<file path="config.mk">
export PLATFORM = sky130hd
export DESIGN_NAME = posit_addsub_issue_flat
export DESIGN_NICKNAME = d
export VERILOG_FILES = /design/src/rtl/posit_addsub_issue_if.sv /design/src/rtl/posit_addsub_issue.sv /design/src/flat_wrapper.sv
export SDC_FILE = /design/constraint.sdc
export NUM_CORES = 1
export LEC_CHECK = 0
export ABC_AREA = 1
export CAP_MARGIN = 30
export CORE_ASPECT_RATIO = 1.5
export CORE_MARGIN = 2
export CORE_UTILIZATION = 25
export CTS_BUF_LIST = sky130_fd_sc_hd__clkbuf_16
export DETAILED_ROUTE_END_ITERATION = 6
export PLACE_DENSITY = 0.47
export SYNTH_ARGS = -nofsm -noshare
export SYNTH_HDL_FRONTEND = slang
export SYNTH_SLANG_ARGS = --single-unit
</file>
<file path="constraint.sdc">
create_clock -name clk -period 2 [get_ports clk]
set_input_delay 0.5 -clock clk [delete_from_list [all_inputs] [get_ports clk]]
set_output_delay 0.5 -clock clk [all_outputs]
set_load 0.1 [all_outputs]
</file>
<file path="src/rtl/posit_addsub_issue_if.sv">
// Request and issue channels of the posit add/sub issue stage.
// slave = the issue stage itself; master = requester plus downstream adder.
interface posit_addsub_issue_if #(
  parameter int unsigned N  = 32,
  parameter int unsigned TW = 4
);
  logic          req_valid;
  logic          req_ready;
  logic [N-1:0]  req_a;
  logic [N-1:0]  req_b;
  logic          req_sub;
  logic [TW-1:0] req_tag;

  logic          iss_valid;
  logic          iss_ready;
  logic [N-1:0]  iss_in1;
  logic [N-1:0]  iss_in2;
  logic          iss_bypass;
  logic [N-1:0]  iss_byp_val;
  logic [TW-1:0] iss_tag;

  modport slave (
    input  req_valid, req_a, req_b, req_sub, req_tag, iss_ready,
    output req_ready, iss_valid, iss_in1, iss_in2, iss_bypass, iss_byp_val, iss_tag
  );

  modport master (
    output req_valid, req_a, req_b, req_sub, req_tag, iss_ready,
    input  req_ready, iss_valid, iss_in1, iss_in2, iss_bypass, iss_byp_val, iss_tag
  );
endinterface

</file>
<file path="src/rtl/posit_addsub_issue.sv">
// Posit add/sub issue stage: negates B for subtraction, classifies bypass cases
// and buffers adder-ready operand pairs in a small in-order FIFO.
module posit_addsub_issue #(
  parameter int unsigned N     = 32,
  parameter int unsigned DEPTH = 2,
  parameter int unsigned TW    = 4
) (
  input  logic                     clk,
  input  logic                     rst_n,
  posit_addsub_issue_if.slave      bus,
  output logic [$clog2(DEPTH):0]   count
);

  localparam int unsigned PW = $clog2(DEPTH);
  localparam int unsigned CW = PW + 1;
  localparam logic [N-1:0] NAR = {1'b1, {(N-1){1'b0}}};

  typedef struct packed {
    logic [N-1:0]  in1;
    logic [N-1:0]  in2;
    logic          bypass;
    logic [N-1:0]  val;
    logic [TW-1:0] tag;
  } entry_t;

  entry_t        mem [DEPTH];
  logic [PW-1:0] wr_ptr;
  logic [PW-1:0] rd_ptr;
  logic [CW-1:0] cnt_q;

  logic          accept_c;
  logic          issue_c;
  logic [N-1:0]  b_eff_c;
  logic [N-1:0]  b_neg_c;
  entry_t        new_c;
  entry_t        head_c;

  assign count         = cnt_q;
  assign bus.req_ready = (cnt_q < CW'(DEPTH));
  assign bus.iss_valid = (cnt_q != '0);
  assign accept_c      = bus.req_valid && bus.req_ready;
  assign issue_c       = bus.iss_valid && bus.iss_ready;

  // Negate B for subtraction and classify cases the adder can skip.
  always_comb begin
    b_eff_c = bus.req_sub ? (~bus.req_b + N'(1)) : bus.req_b;
    b_neg_c = ~b_eff_c + N'(1);
    new_c        = '0;
    new_c.in1    = bus.req_a;
    new_c.in2    = b_eff_c;
    new_c.tag    = bus.req_tag;
    new_c.bypass = 1'b1;
    if (bus.req_a == NAR || b_eff_c == NAR) begin
      new_c.val = NAR;
    end else if (bus.req_a == '0) begin
      new_c.val = b_eff_c;
    end else if (b_eff_c == '0) begin
      new_c.val = bus.req_a;
    end else if (bus.req_a == b_neg_c) begin
      new_c.val = '0;
    end else begin
      new_c.bypass = 1'b0;
      new_c.val    = '0;
    end
  end

  // FIFO storage, pointers and occupancy.
  always_ff @(posedge clk or negedge rst_n) begin
    if (!rst_n) begin
      wr_ptr <= '0;
      rd_ptr <= '0;
      cnt_q  <= '0;
      for (int i = 0; i < int'(DEPTH); i++) begin
        mem[i] <= '0;
      end
    end else begin
      if (accept_c) begin
        mem[wr_ptr] <= new_c;
        wr_ptr      <= wr_ptr + PW'(1);
      end
      if (issue_c) begin
        rd_ptr <= rd_ptr + PW'(1);
      end
      if (accept_c && !issue_c) begin
        cnt_q <= cnt_q + CW'(1);
      end else if (issue_c && !accept_c) begin
        cnt_q <= cnt_q - CW'(1);
      end
    end
  end

  // Head entry, forced to zero while empty.
  always_comb begin
    head_c = '0;
    if (bus.iss_valid) begin
      head_c = mem[rd_ptr];
    end
  end

  assign bus.iss_in1     = head_c.in1;
  assign bus.iss_in2     = head_c.in2;
  assign bus.iss_bypass  = head_c.bypass;
  assign bus.iss_byp_val = head_c.val;
  assign bus.iss_tag     = head_c.tag;

endmodule

</file>
<file path="src/flat_wrapper.sv">
// flat-port wrapper written by rule: the top's interface ports become plain ports
module posit_addsub_issue_flat 
#(
  parameter int unsigned N     = 32,
  parameter int unsigned DEPTH = 2,
  parameter int unsigned TW    = 4
)
  (clk, rst_n, count, bus_req_valid, bus_req_a, bus_req_b, bus_req_sub, bus_req_tag, bus_iss_ready, bus_req_ready, bus_iss_valid, bus_iss_in1, bus_iss_in2, bus_iss_bypass, bus_iss_byp_val, bus_iss_tag);
  posit_addsub_issue_if #(.N(N), .TW(TW)) bus_i ();
  input  logic clk;
  input  logic rst_n;
  output logic [$clog2(DEPTH):0] count;
  input wire logic [$bits(bus_i.req_valid)-1:0] bus_req_valid;
  input wire logic [$bits(bus_i.req_a)-1:0] bus_req_a;
  input wire logic [$bits(bus_i.req_b)-1:0] bus_req_b;
  input wire logic [$bits(bus_i.req_sub)-1:0] bus_req_sub;
  input wire logic [$bits(bus_i.req_tag)-1:0] bus_req_tag;
  input wire logic [$bits(bus_i.iss_ready)-1:0] bus_iss_ready;
  output wire logic [$bits(bus_i.req_ready)-1:0] bus_req_ready;
  output wire logic [$bits(bus_i.iss_valid)-1:0] bus_iss_valid;
  output wire logic [$bits(bus_i.iss_in1)-1:0] bus_iss_in1;
  output wire logic [$bits(bus_i.iss_in2)-1:0] bus_iss_in2;
  output wire logic [$bits(bus_i.iss_bypass)-1:0] bus_iss_bypass;
  output wire logic [$bits(bus_i.iss_byp_val)-1:0] bus_iss_byp_val;
  output wire logic [$bits(bus_i.iss_tag)-1:0] bus_iss_tag;
  assign bus_i.req_valid = bus_req_valid;
  assign bus_i.req_a = bus_req_a;
  assign bus_i.req_b = bus_req_b;
  assign bus_i.req_sub = bus_req_sub;
  assign bus_i.req_tag = bus_req_tag;
  assign bus_i.iss_ready = bus_iss_ready;
  assign bus_req_ready = bus_i.req_ready;
  assign bus_iss_valid = bus_i.iss_valid;
  assign bus_iss_in1 = bus_i.iss_in1;
  assign bus_iss_in2 = bus_i.iss_in2;
  assign bus_iss_bypass = bus_i.iss_bypass;
  assign bus_iss_byp_val = bus_i.iss_byp_val;
  assign bus_iss_tag = bus_i.iss_tag;
  posit_addsub_issue #(.N(N), .DEPTH(DEPTH), .TW(TW)) u_core (.clk(clk), .rst_n(rst_n), .bus(bus_i), .count(count));
endmodule
</file>
After elaboration in Yosys (flattened, before gate mapping)
Cells that the tools add are included.
{ "word_totals": {"out_inout_bits": 105, "wordCells": 59, "input_bits": 73, "ff_bits": 206} }
{ "classes": {"muxes": 17, "n_bitwise": 4, "addsub": 6, "n_lt_le_gt_ge": 4, "reduce_logical": 12, "eq_ne": 3} }
{ "ops": {"columns": ["cell", "count"], "rows": [
  ["$mux W101", 5],
  ["$bwmux W202", 1],
  ["$mux W32", 4],
  ["$demux W101 S1", 1],
  ["$add A32 B1 Y32 const B", 2],
  ["$eq A32 B32 Y1 const B", 2],
  ["$logic_not A32 Y1", 2],
  ["$not A32 Y32", 2],
  ["$eq A32 B32 Y1", 1],
  ["$logic_and A1 B1 Y1", 5],
  ["$ge A2 B2 Y1 const B", 2],
  ["$mux W1", 4],
  ["$mux W2", 2],
  ["$not A1 Y2", 2],
  ["$reduce_bool A2 Y1", 2],
  ["$add A1 B1 Y1 const B", 2],
  ["$add A2 B1 Y2 const B", 1],
  ["$logic_not A1 Y1", 2],
  ["$lt A2 B1 Y1 const B", 1],
  ["$lt A2 B2 Y1 const B", 1],
  ["$sub A2 B1 Y2 const B", 1],
  ["$logic_or A1 B1 Y1", 1]
]} }

Logic depth before layout (Yosys ltp)
Gate-level depths: netlist of run 1.
{ "logic_depth": {"ltp_word": 11, "ltp_mapped": 25, "mapped_depth_nobuf": 25} }

Least setup slack after synthesis of run 1
OpenSTA, ideal clock, no wires.
{ "synth_path": {"kind": "reg-to-output", "start": "register u_core.cnt_q[0] (netlist: u_core.count[0])", "end": "output port bus_iss_byp_val[10]", "t_required_ns": 1.500, "stages_incl_launch_ff": 5, "setup_slack_ns": -1.501, "n_path_buf": 2, "arrival_time_ns": 3.001, "cell_sequence": "dfrtp_1 > nor2_1 > clkbuf_1 > clkbuf_1 > a21oi_1"} }
{ "synth_between": {"elab_chain_len": 2} }
{ "synth_rtl": {"columns": ["item", "line_no", "text"], "rows": [
  ["from (decl)", "posit_addsub_issue.sv:29", "logic [CW-1:0] cnt_q;"],
  ["from (signal assigned)", "posit_addsub_issue.sv:85", "cnt_q <= cnt_q + CW'(1);"],
  ["from (signal assigned)", "posit_addsub_issue.sv:87", "cnt_q <= cnt_q - CW'(1);"],
  ["$reduce_bool A2 Y1", "posit_addsub_issue.sv:40", "assign bus.iss_valid = (cnt_q != '0);"],
  ["$mux W101", "posit_addsub_issue.sv:95", "if (bus.iss_valid) begin"],
  ["to (decl)", "flat_wrapper.sv:24", "output wire logic [$bits(bus_i.iss_byp_val)-1:0] bus_iss_byp_val;"]
]} }
No other way between the ends.

Final worst setup path of run 1
{ "layout_path": {"start": "input port bus_req_b[0]", "end": "register u_core.mem[36] in the netlist's numbering"} }
{ "layout_between": {"elab_chain_len": 11, "word_cells_on_any_way": 14, "cone_classes": "add/sub (2); eq/ne (2); mux (6); bitwise (2); reduce/logical (2)"} }
{ "layout_rtl": {"columns": ["item", "line_no", "text"], "rows": [
  ["from (decl)", "flat_wrapper.sv:15", "input wire logic [$bits(bus_i.req_b)-1:0] bus_req_b;"],
  ["$not A32 Y32", "posit_addsub_issue.sv:46", "b_eff_c = bus.req_sub ? (~bus.req_b + N'(1)) : bus.req_b;"],
  ["$add A32 B1 Y32", "posit_addsub_issue.sv:46", null],
  ["$mux W32 *", "posit_addsub_issue.sv:46", null],
  ["$not A32 Y32", "posit_addsub_issue.sv:47", "b_neg_c = ~b_eff_c + N'(1);"],
  ["$add A32 B1 Y32", "posit_addsub_issue.sv:47", null],
  ["$eq A32 B32 Y1", "posit_addsub_issue.sv:59", "end else if (bus.req_a == b_neg_c) begin"],
  ["$mux W1", "posit_addsub_issue.sv:59", null],
  ["$mux W1", "posit_addsub_issue.sv:57", "end else if (b_eff_c == '0) begin"],
  ["$mux W1", "posit_addsub_issue.sv:55", "end else if (bus.req_a == '0) begin"],
  ["$mux W1 *", "posit_addsub_issue.sv:53", "if (bus.req_a == NAR || b_eff_c == NAR) begin"],
  ["$bwmux W202 *", "posit_addsub_issue.sv:78", "mem[wr_ptr] <= new_c;"],
  ["to (signal, indexed assignment)", "posit_addsub_issue.sv:78", null],
  ["to (decl)", "posit_addsub_issue.sv:26", "entry_t mem [DEPTH];"]
]} }
Every way passes the cells marked *; elsewhere a longest branch is shown, timed or not.
A chain may end at the register's enable or synchronous reset.

==> results_dict.tcl, run 1 <==
set metrics [dict create \
    clkSinkCount 206 \
    wire_per_inst_um 16.62 \
    layout-drive-gt1-share_pct 37.63 \
    crit_path_start_kind "input port" \
    grt_pass1_vias 13131 \
    slew_headroom_pct 75.07 \
    synth_top_area_cell "dfrtp_1" \
    antenna_found_initial 0 \
    cts_buffer_depth 3 \
    rsz0062_at_grt "yes" \
    grtUsageTotal_pct 18.26 \
    status "finished with violations" \
    tightestPinTransition_ns 0.3739 \
    syn_nets 1853 \
    power.density_nw_per_um2 1507 \
    stdcell_count 2920 \
    critPathMaxFanout 8 \
    grt_pass1_wl_um 72660 \
    coreArea_um2 48430 \
    pre_cts_ws_ns -1.825 \
    nets 2326 \
    setup_ws_ns -0.5270 \
    yosysMostFrequentCell "nand2_1" \
    place_inst 2831 \
    crit_required_ns 2.44 \
    row_count 99 \
    ir_drop_v 0.0009225 \
    ys.flop_type "dfrtp_1" \
    finalCriticalPeriod_ns 2.527 \
    io_buffers 177 \
    grt_start_max_net_pins 89 \
    yosys-top-cells-area "dfrtp_1 (42%), nand2_1 (21%), o21ai_0 (7.1%)" \
    arrival_ns 2.97 \
    gp_congestion 0.8895 \
    vias 13418 \
    clk_latency_ns 0.51 \
    tns_ns -69.00 \
    viasPerCell 4.595 \
    netlist_instances 1777 \
    min_path_type "in2async" \
    htreeDepth 1 \
    cts_buffers 20 \
    leakagePower_uw 0.009562 \
    area_growth_syn_to_layout_pct 72.29 \
    fin_crit_sh_pct 126.4 \
    cts_tree "built" \
    cp-end-kind "flip-flop" \
    syn_avg_cell_area_um2 6.861 \
    die_x_um 184.3 \
    hold_viol_final 0 \
    finalSetupViolCount 168 \
    violations "negative setup slack" \
    fin_total_pwr_uw 31650 \
    slowest_delay_ns 0.20 \
    drt_iter0_drc 850 \
    syn_area_um2 12190 \
    drc 0 \
    num_antenna_cells 0 \
    synth-seq-area-share_pct 42.28 \
    routed_wirelength_um 48530 \
    die_area_um2 50590 \
    slowest_stage "nor2_4" \
    synth_cell_types 38 \
    critPathMostFrequentCell "nand2_1" \
    initial_core_util_pct 25.17 \
    yosys-top-cells-count "nand2_1 (681), dfrtp_1 (206), o21ai_0 (172), inv_1 (155), a21oi_1 (105)" \
    yosysTopAreaCellShare_pct 42.28 \
    fp.dieH_um 274.5 \
    timing_worst_setup_path_type "in2reg" \
    slew_viol_final 0 \
    cts.clk_slew.worst_paths_ns 0.07 \
    synth_edf_count 0 \
    fin_skew_ns 0.01618 \
    dp_hpwl_um 34990 \
    ys_warn_count 0 \
    first_pass_iters 5 \
    fmax_ghz 0.3957 \
    cts_root_buffer "clkbuf_16" \
    postRouteAntennaNets 0 \
    drv_cap 0 \
    ioPinCount 178 \
    synth-async-reset-ratio_pct 100.0 \
    grt_overflow 0 \
    ys_ff_latch 206 \
]
==> flip-flops by register name, indices dropped and copies added, names as in the netlist <==
register	cells
u_core.wr_ptr	1
u_core.count	2
u_core.mem	202
u_core.rd_ptr	1
==> final timing paths <==
kind / startpoint / to / slack, ns / cells past startpoint
max in group asynchronous: rst_n / u_core.mem[51]$_DFFE_PN0P_ / 0.84 / 3
min: rst_n / u_core.mem[73]$_DFFE_PN0P_ / 0.45 / 2
max: bus_req_b[0] / u_core.mem[36]$_DFFE_PN0P_ / -0.53 / 25
min reg2reg: u_core.mem[37]$_DFFE_PN0P_ / u_core.mem[37]$_DFFE_PN0P_ / 0.48 / 2
max reg2reg: u_core.count[1]$_DFFE_PN0P_ / u_core.mem[149]$_DFFE_PN0P_ / 0.20 / 7
min in group clk: bus_req_b[0] / u_core.mem[37]$_DFFE_PN0P_ / 0.47 / 4
==> per-stage QoR <==
| step | hold slack (ns) | area (um^2) | util, % |
|---|---|---|---|
| 3_5_place_dp | 0.4447 | 18540 | 38.28 |
| 2_1_floorplan | 0.2044 | 12720 | - |
| 3_3_place_gp | 0.4399 | 18540 | 38.28 |
| 5_1_grt | 0.4597 | 21010 | 43.37 |
| 4_1_cts | 0.4427 | 19890 | 41.06 |
| 6_report | 0.4543 | 21010 | 43.37 |
==> cell type report <==
type | instances | area [um^2]
clock buffer | 21 | 525.5
inverter | 166 | 648.1
timing repair inverter | 1 | 16.27
tap | 656 | 820.8
multi-input combinational | 1316 | 7531
timing repair buffer | 539 | 6232
fill | 4877 | 27430
clock inverter | 15 | 65.06
sequential | 206 | 5166
==> repair_timing <==
item / CTS / global route
hold buffers: 1 / 0
setup endpoints to repair: 204 / 171
buffers inserted: 9 / 32
hold endpoints to repair: 27 / 0
cloned: 3 / 13
gates resized for setup: 205 / 174
pin swaps: 75 / 101
==> cells by family after synthesis <==
kind of cell | share of synthesized area (%)
and+or+nand+nor | 33.07
AOI/OAI and AO/OA | 15.00
buffers and inverters | 8.190
DFF | 42.28
xor gates and xnor gates | 1.149
adders and majority gates | 0.3079
==> per-layer routing <==
metal | up-vias | track usage (%) | part of all wire, %
li1 | 6637 | - | -
met1 | 6439 | 24.15 | 44
met2 | 288 | 32.08 | 50
met3 | 54 | 1.076 | 2.9
met4 | 0 | 5.095 | 2.2
met5 | - | 0 | 0
==> power by group <==
| group | leakage [uW] | switching [uW] | internal [uW] | total (uW) |
|---|---|---|---|---|
| Sequential | 0.00267 | 833 | 5500 | 6330 |
| Clock | 0.000305 | 1660 | 1900 | 3560 |
| Combinational | 0.00658 | 13500 | 8270 | 21800 |
| Total | 0.00956 | 16000 | 15700 | 31700 |
==> layout by cell type, fill, tap and decap left out, types with 3 or more instances in the layout <==
cell | Yosys | final
nand2_1 | 681 | 594
buf_4 | 2 | 306
dfrtp_1 | 206 | 203
o21ai_0 | 172 | 168
inv_1 | 155 | 149
buf_12 | 0 | 134
nand2_2 | 20 | 92
nand3_1 | 83 | 74
a21oi_4 | 0 | 54
o21ai_1 | 41 | 44
nor2_2 | 15 | 43
clkdlybuf4s50_1 | 0 | 43
a21oi_2 | 1 | 41
nor2_4 | 11 | 34
nor2_1 | 83 | 32
clkbuf_16 | 0 | 32
o22ai_1 | 30 | 20
nand2_4 | 5 | 19
inv_2 | 11 | 16
nand4_1 | 16 | 16
dlygate4sd2_1 | 0 | 14
xor2_1 | 14 | 13
buf_6 | 4 | 12
a21oi_1 | 105 | 11
nand3_2 | 5 | 10
o22ai_2 | 0 | 10
nor4_1 | 8 | 7
nand3b_1 | 7 | 7
clkinv_1 | 0 | 6
buf_16 | 0 | 6
nand3_4 | 1 | 5
clkinv_2 | 0 | 4
inv_4 | 0 | 3
o21ai_2 | 2 | 3
dlymetal6s2s_1 | 0 | 3
buf_2 | 3 | 3
dfrtp_4 | 0 | 3
==> worst max-delay path, delay by kind of cell <==
family | cells | cell delay, ns
buffers and inverters | 7 | 0.72
AND/OR/NAND/NOR | 18 | 1.73
Note: power is estimated with default switching activity, not from simulation.
==> run 2, diff against run 1 <==
--- a/config.mk
+++ b/config.mk
@@ -5,13 +5,13 @@
 export SDC_FILE = /design/constraint.sdc
 export NUM_CORES = 1
 export LEC_CHECK = 0
-export ABC_AREA = 1
 export CAP_MARGIN = 30
 export CORE_ASPECT_RATIO = 1.5
 export CORE_MARGIN = 2
 export CORE_UTILIZATION = 25
 export CTS_BUF_LIST = sky130_fd_sc_hd__clkbuf_16
 export DETAILED_ROUTE_END_ITERATION = 6
+export GPL_ROUTABILITY_DRIVEN = 0
 export PLACE_DENSITY = 0.47
 export SYNTH_ARGS = -nofsm -noshare
 export SYNTH_HDL_FRONTEND = slang
==> run 2 against run 1 <==
Effect of this change:
- critical path type unchanged
- sequential share of layout area down 1.8 points
- utilization up 4.5 points
- the flow still finishes with violations (negative setup slack)
- highest routed layer unchanged
- worst setup slack worse by 1.0 ns
==> results_dict.tcl, run 2 <==
set metrics [dict create \
    status "finished with violations" \
    violations "negative setup slack" \
    stdcell_count 2412 \
    netlist_instances 1303 \
    largest_reg_flops 202 \
    layout-drive-gt1-share_pct 53.34 \
    synth-async-reset-ratio_pct 100.0 \
    cts_tree "built" \
    ioPinCount 178 \
    slew_viol_final 0 \
    timing_worst_setup_path_type "in2reg" \
    cts_buffer_depth 3 \
    die_x_um 182.3 \
    yosysTopAreaCellShare_pct 43.26 \
    n_fill_cell 4304 \
    critPathMaxFanout 6 \
    synth-seq-area-share_pct 43.26 \
    reg2reg_slack_ns 0 \
    startpoint "bus_req_b[0]" \
    drc 0 \
    coreArea_um2 47330 \
    ir_drop_v 0.001196 \
    initial_core_util_pct 25.18 \
    synth_compound_area_share_pct 12.36 \
    area_growth_syn_to_layout_pct 90.11 \
    r2r-end "u_core.count[1]$_DFFE_PN0P_" \
    synth_cell_types 89 \
    postRouteAntennaNets 0 \
    fin_crit_sh_pct 177.6 \
    clkSinkCount 206 \
    clk_latency_ns 0.53 \
    htreeDepth 1 \
    fp.dieH_um 271.4 \
    ys_warn_count 0 \
    hold_viol_final 0 \
    syn_area_um2 11920 \
    routed_wirelength_um 45880 \
    crit_required_ns 2.46 \
    grtUsageTotal_pct 18.37 \
    tightestPinTransition_ns 0.4792 \
    syn_nets 1379 \
    finalCriticalPeriod_ns 3.551 \
    layout_common_cells "buf_4 (256), nand2_1 (254), dfrtp_1 (203)" \
    synthAdderAreaFrac_pct 0.3150 \
    yosys-top-cells-area "dfrtp_1 (43%), mux2i_1 (8.6%), nand2_1 (8.2%)" \
    rsz0062_at_grt "yes" \
    syn_avg_cell_area_um2 9.145 \
    multi_input_comb_area_um2 9229 \
    leakagePower_uw 0.009175 \
    min_from "u_core.mem[79]$_DFFE_PN0P_" \
    grt_pass1_wl_um 70550 \
    slew_headroom_pct 67.81 \
    wire_per_inst_um 19.02 \
    synth_edf_count 0 \
    nets 1871 \
    row_count 98 \
    synthXorXnorAreaFrac_pct 6.352 \
    grt_pass1_vias 12063 \
    cp-end-kind "flip-flop" \
    fmax_ghz 0.2816 \
    arrival_ns 4.01 \
    final_common_cell "buf_4" \
    reg2reg_from "u_core.count[1]$_DFFE_PN0P_" \
    regArea_um2 5166 \
    reg2regPathDepth 12 \
    place_inst 2292 \
    vias 11479 \
    viasPerCell 4.759 \
    die_area_um2 49460 \
    synth_top_area_cell "dfrtp_1" \
    dp_hpwl_um 33150 \
    cts_buffers 23 \
    yosys-mux-area-fraction_pct 12.44 \
    power.density_nw_per_um2 1615 \
    grt_overflow 0 \
    cts_root_buffer "clkbuf_16" \
    antenna_found_initial 1 \
    first_pass_iters 4 \
    drt_iter0_drc 561 \
    hold_slack_ns 0.4870 \
    yosys-top-cells-count "nand2_1 (261), dfrtp_1 (206), o21ai_0 (140), nor2_1 (123), mux2i_1 (102)" \
    regMostFlops "u_core.mem" \
    grt_start_max_net_pins 67 \
    worst_hold_path.num_cells 2 \
    ys.flop_type "dfrtp_1" \
    ys_ff_latch 206 \
    finalSetupViolCount 184 \
    cts.clk_slew.worst_paths_ns 0.07 \
    setup_ws_ns -1.551 \
    min_path_type "reg2reg" \
    synthSimpleGateAreaFrac_pct 21.63 \
    yosysMostFrequentCell "nand2_1" \
    fin_skew_ns 0.01082 \
    io_buffers 177 \
    drv_cap 0 \
    synth_top_family_by_area "simple AND/OR/NAND/NOR gates" \
    hold_end "u_core.mem[79]$_DFFE_PN0P_" \
    crit_path_start_kind "input port" \
]
-- run 2: cell count changes after synthesis, moves of 32 or more --
cell,previous run,this run
nand2_1,681,261
inv_1,155,7
mux2i_1,0,102
a21oi_1,105,30
nand3_1,83,12
mux2_2,0,40
nor2_1,83,123
o21ai_1,41,3
xnor2_1,2,40
o21ai_0,172,140
-- run 2: cells by family (layout without fill, tap and decap cells) --
group / count (synthesis) / in the layout
AO/OA/AOI/OAI: 237 / 237
XOR/XNOR: 83 / 83
adder cells (fa/ha/maj): 3 / 3
buffers and inverters: 96 / 604
flip-flops: 206 / 206
multiplexers: 143 / 143
other: 0 / 1
AND/OR/NAND/NOR: 535 / 535
-- run 2: worst max path at each step --
stage,endpoint,cells after the start
after floorplan,u_core.mem[36]$_DFFE_PN0P_,14
after global placement,u_core.mem[36]$_DFFE_PN0P_,16
after detailed placement,u_core.mem[36]$_DFFE_PN0P_,16
after CTS,u_core.mem[36]$_DFFE_PN0P_,15
after global routing,u_core.mem[36]$_DFFE_PN0P_,18
final,u_core.mem[36]$_DFFE_PN0P_,18
-- run 2: metal layers --
metal / track usage, % / vias up / routed length [um]
li1: - / 5540 / -
met1: 22.92 / 5595 / 19230
met2: 32.64 / 273 / 23380
met3: 2.240 / 71 / 1730
met4: 6.346 / 0 / 1532
met5: 0 / - / 0
-- run 2: area by class of cell --
type                    instances  share of cell area [%]
diodes                          1                 0.01105
clock buffers                  23                   2.541
clock inverters                18                  0.7014
inverters                       7                  0.1602
multi-input cells            1001                   40.74
flip-flops and latches        206                   22.80
well taps                     600                   3.314
repair buffers                556                   29.73
-- run 2: repair_timing --
item	CTS	global route
pin swaps	171	84
setup buffers	70	28
setup endpoints to repair	217	197
hold buffers	1	0
gates cloned	10	2
endpoints found under the hold margin	41	0
gates resized for setup	501	95
-- run 2: critical path: stages --
cell and delay (ns):
buf_6 0.10, clkinvlp_4 0.08, ha_4 0.15, buf_6 0.09, or4b_4 0.50, buf_6 0.15, o31ai_4 0.29, xnor2_2 0.18
a211oi_4 0.06, buf_6 0.15, and2_4 0.13, buf_4 0.14, nor3_2 0.16, a31oi_1 0.08, a2111oi_2 0.39, nand4_1 0.19
or4_4 0.53, a21oi_2 0.13
-- run 2: power breakdown --
group	leakage (uW)	internal, uW	total [uW]	switching [uW]
logic	0.00617	10800	25500	14700
clock network	0.000357	2380	4230	1850
registers	0.00264	5570	6860	1290
total	0.00917	18700	36600	17900
-- run 2: through the flow --
stage | worst slack (ns) | util (%) | setup TNS [ns] | instance area [um^2] | power (uW)
after detailed placement | -2.346 | 39.94 | -189.38 | 18900 | 28660
after global placement | -2.292 | 39.94 | -185.01 | 18900 | 28500
final | -1.551 | 47.86 | -124.08 | 22650 | 36590
after global routing | -1.688 | 47.86 | -140.28 | 22650 | 38030
after floorplan | -1.701 | - | -89.07 | 13290 | 20430
after CTS | -1.450 | 46.76 | -127.56 | 22130 | 36450
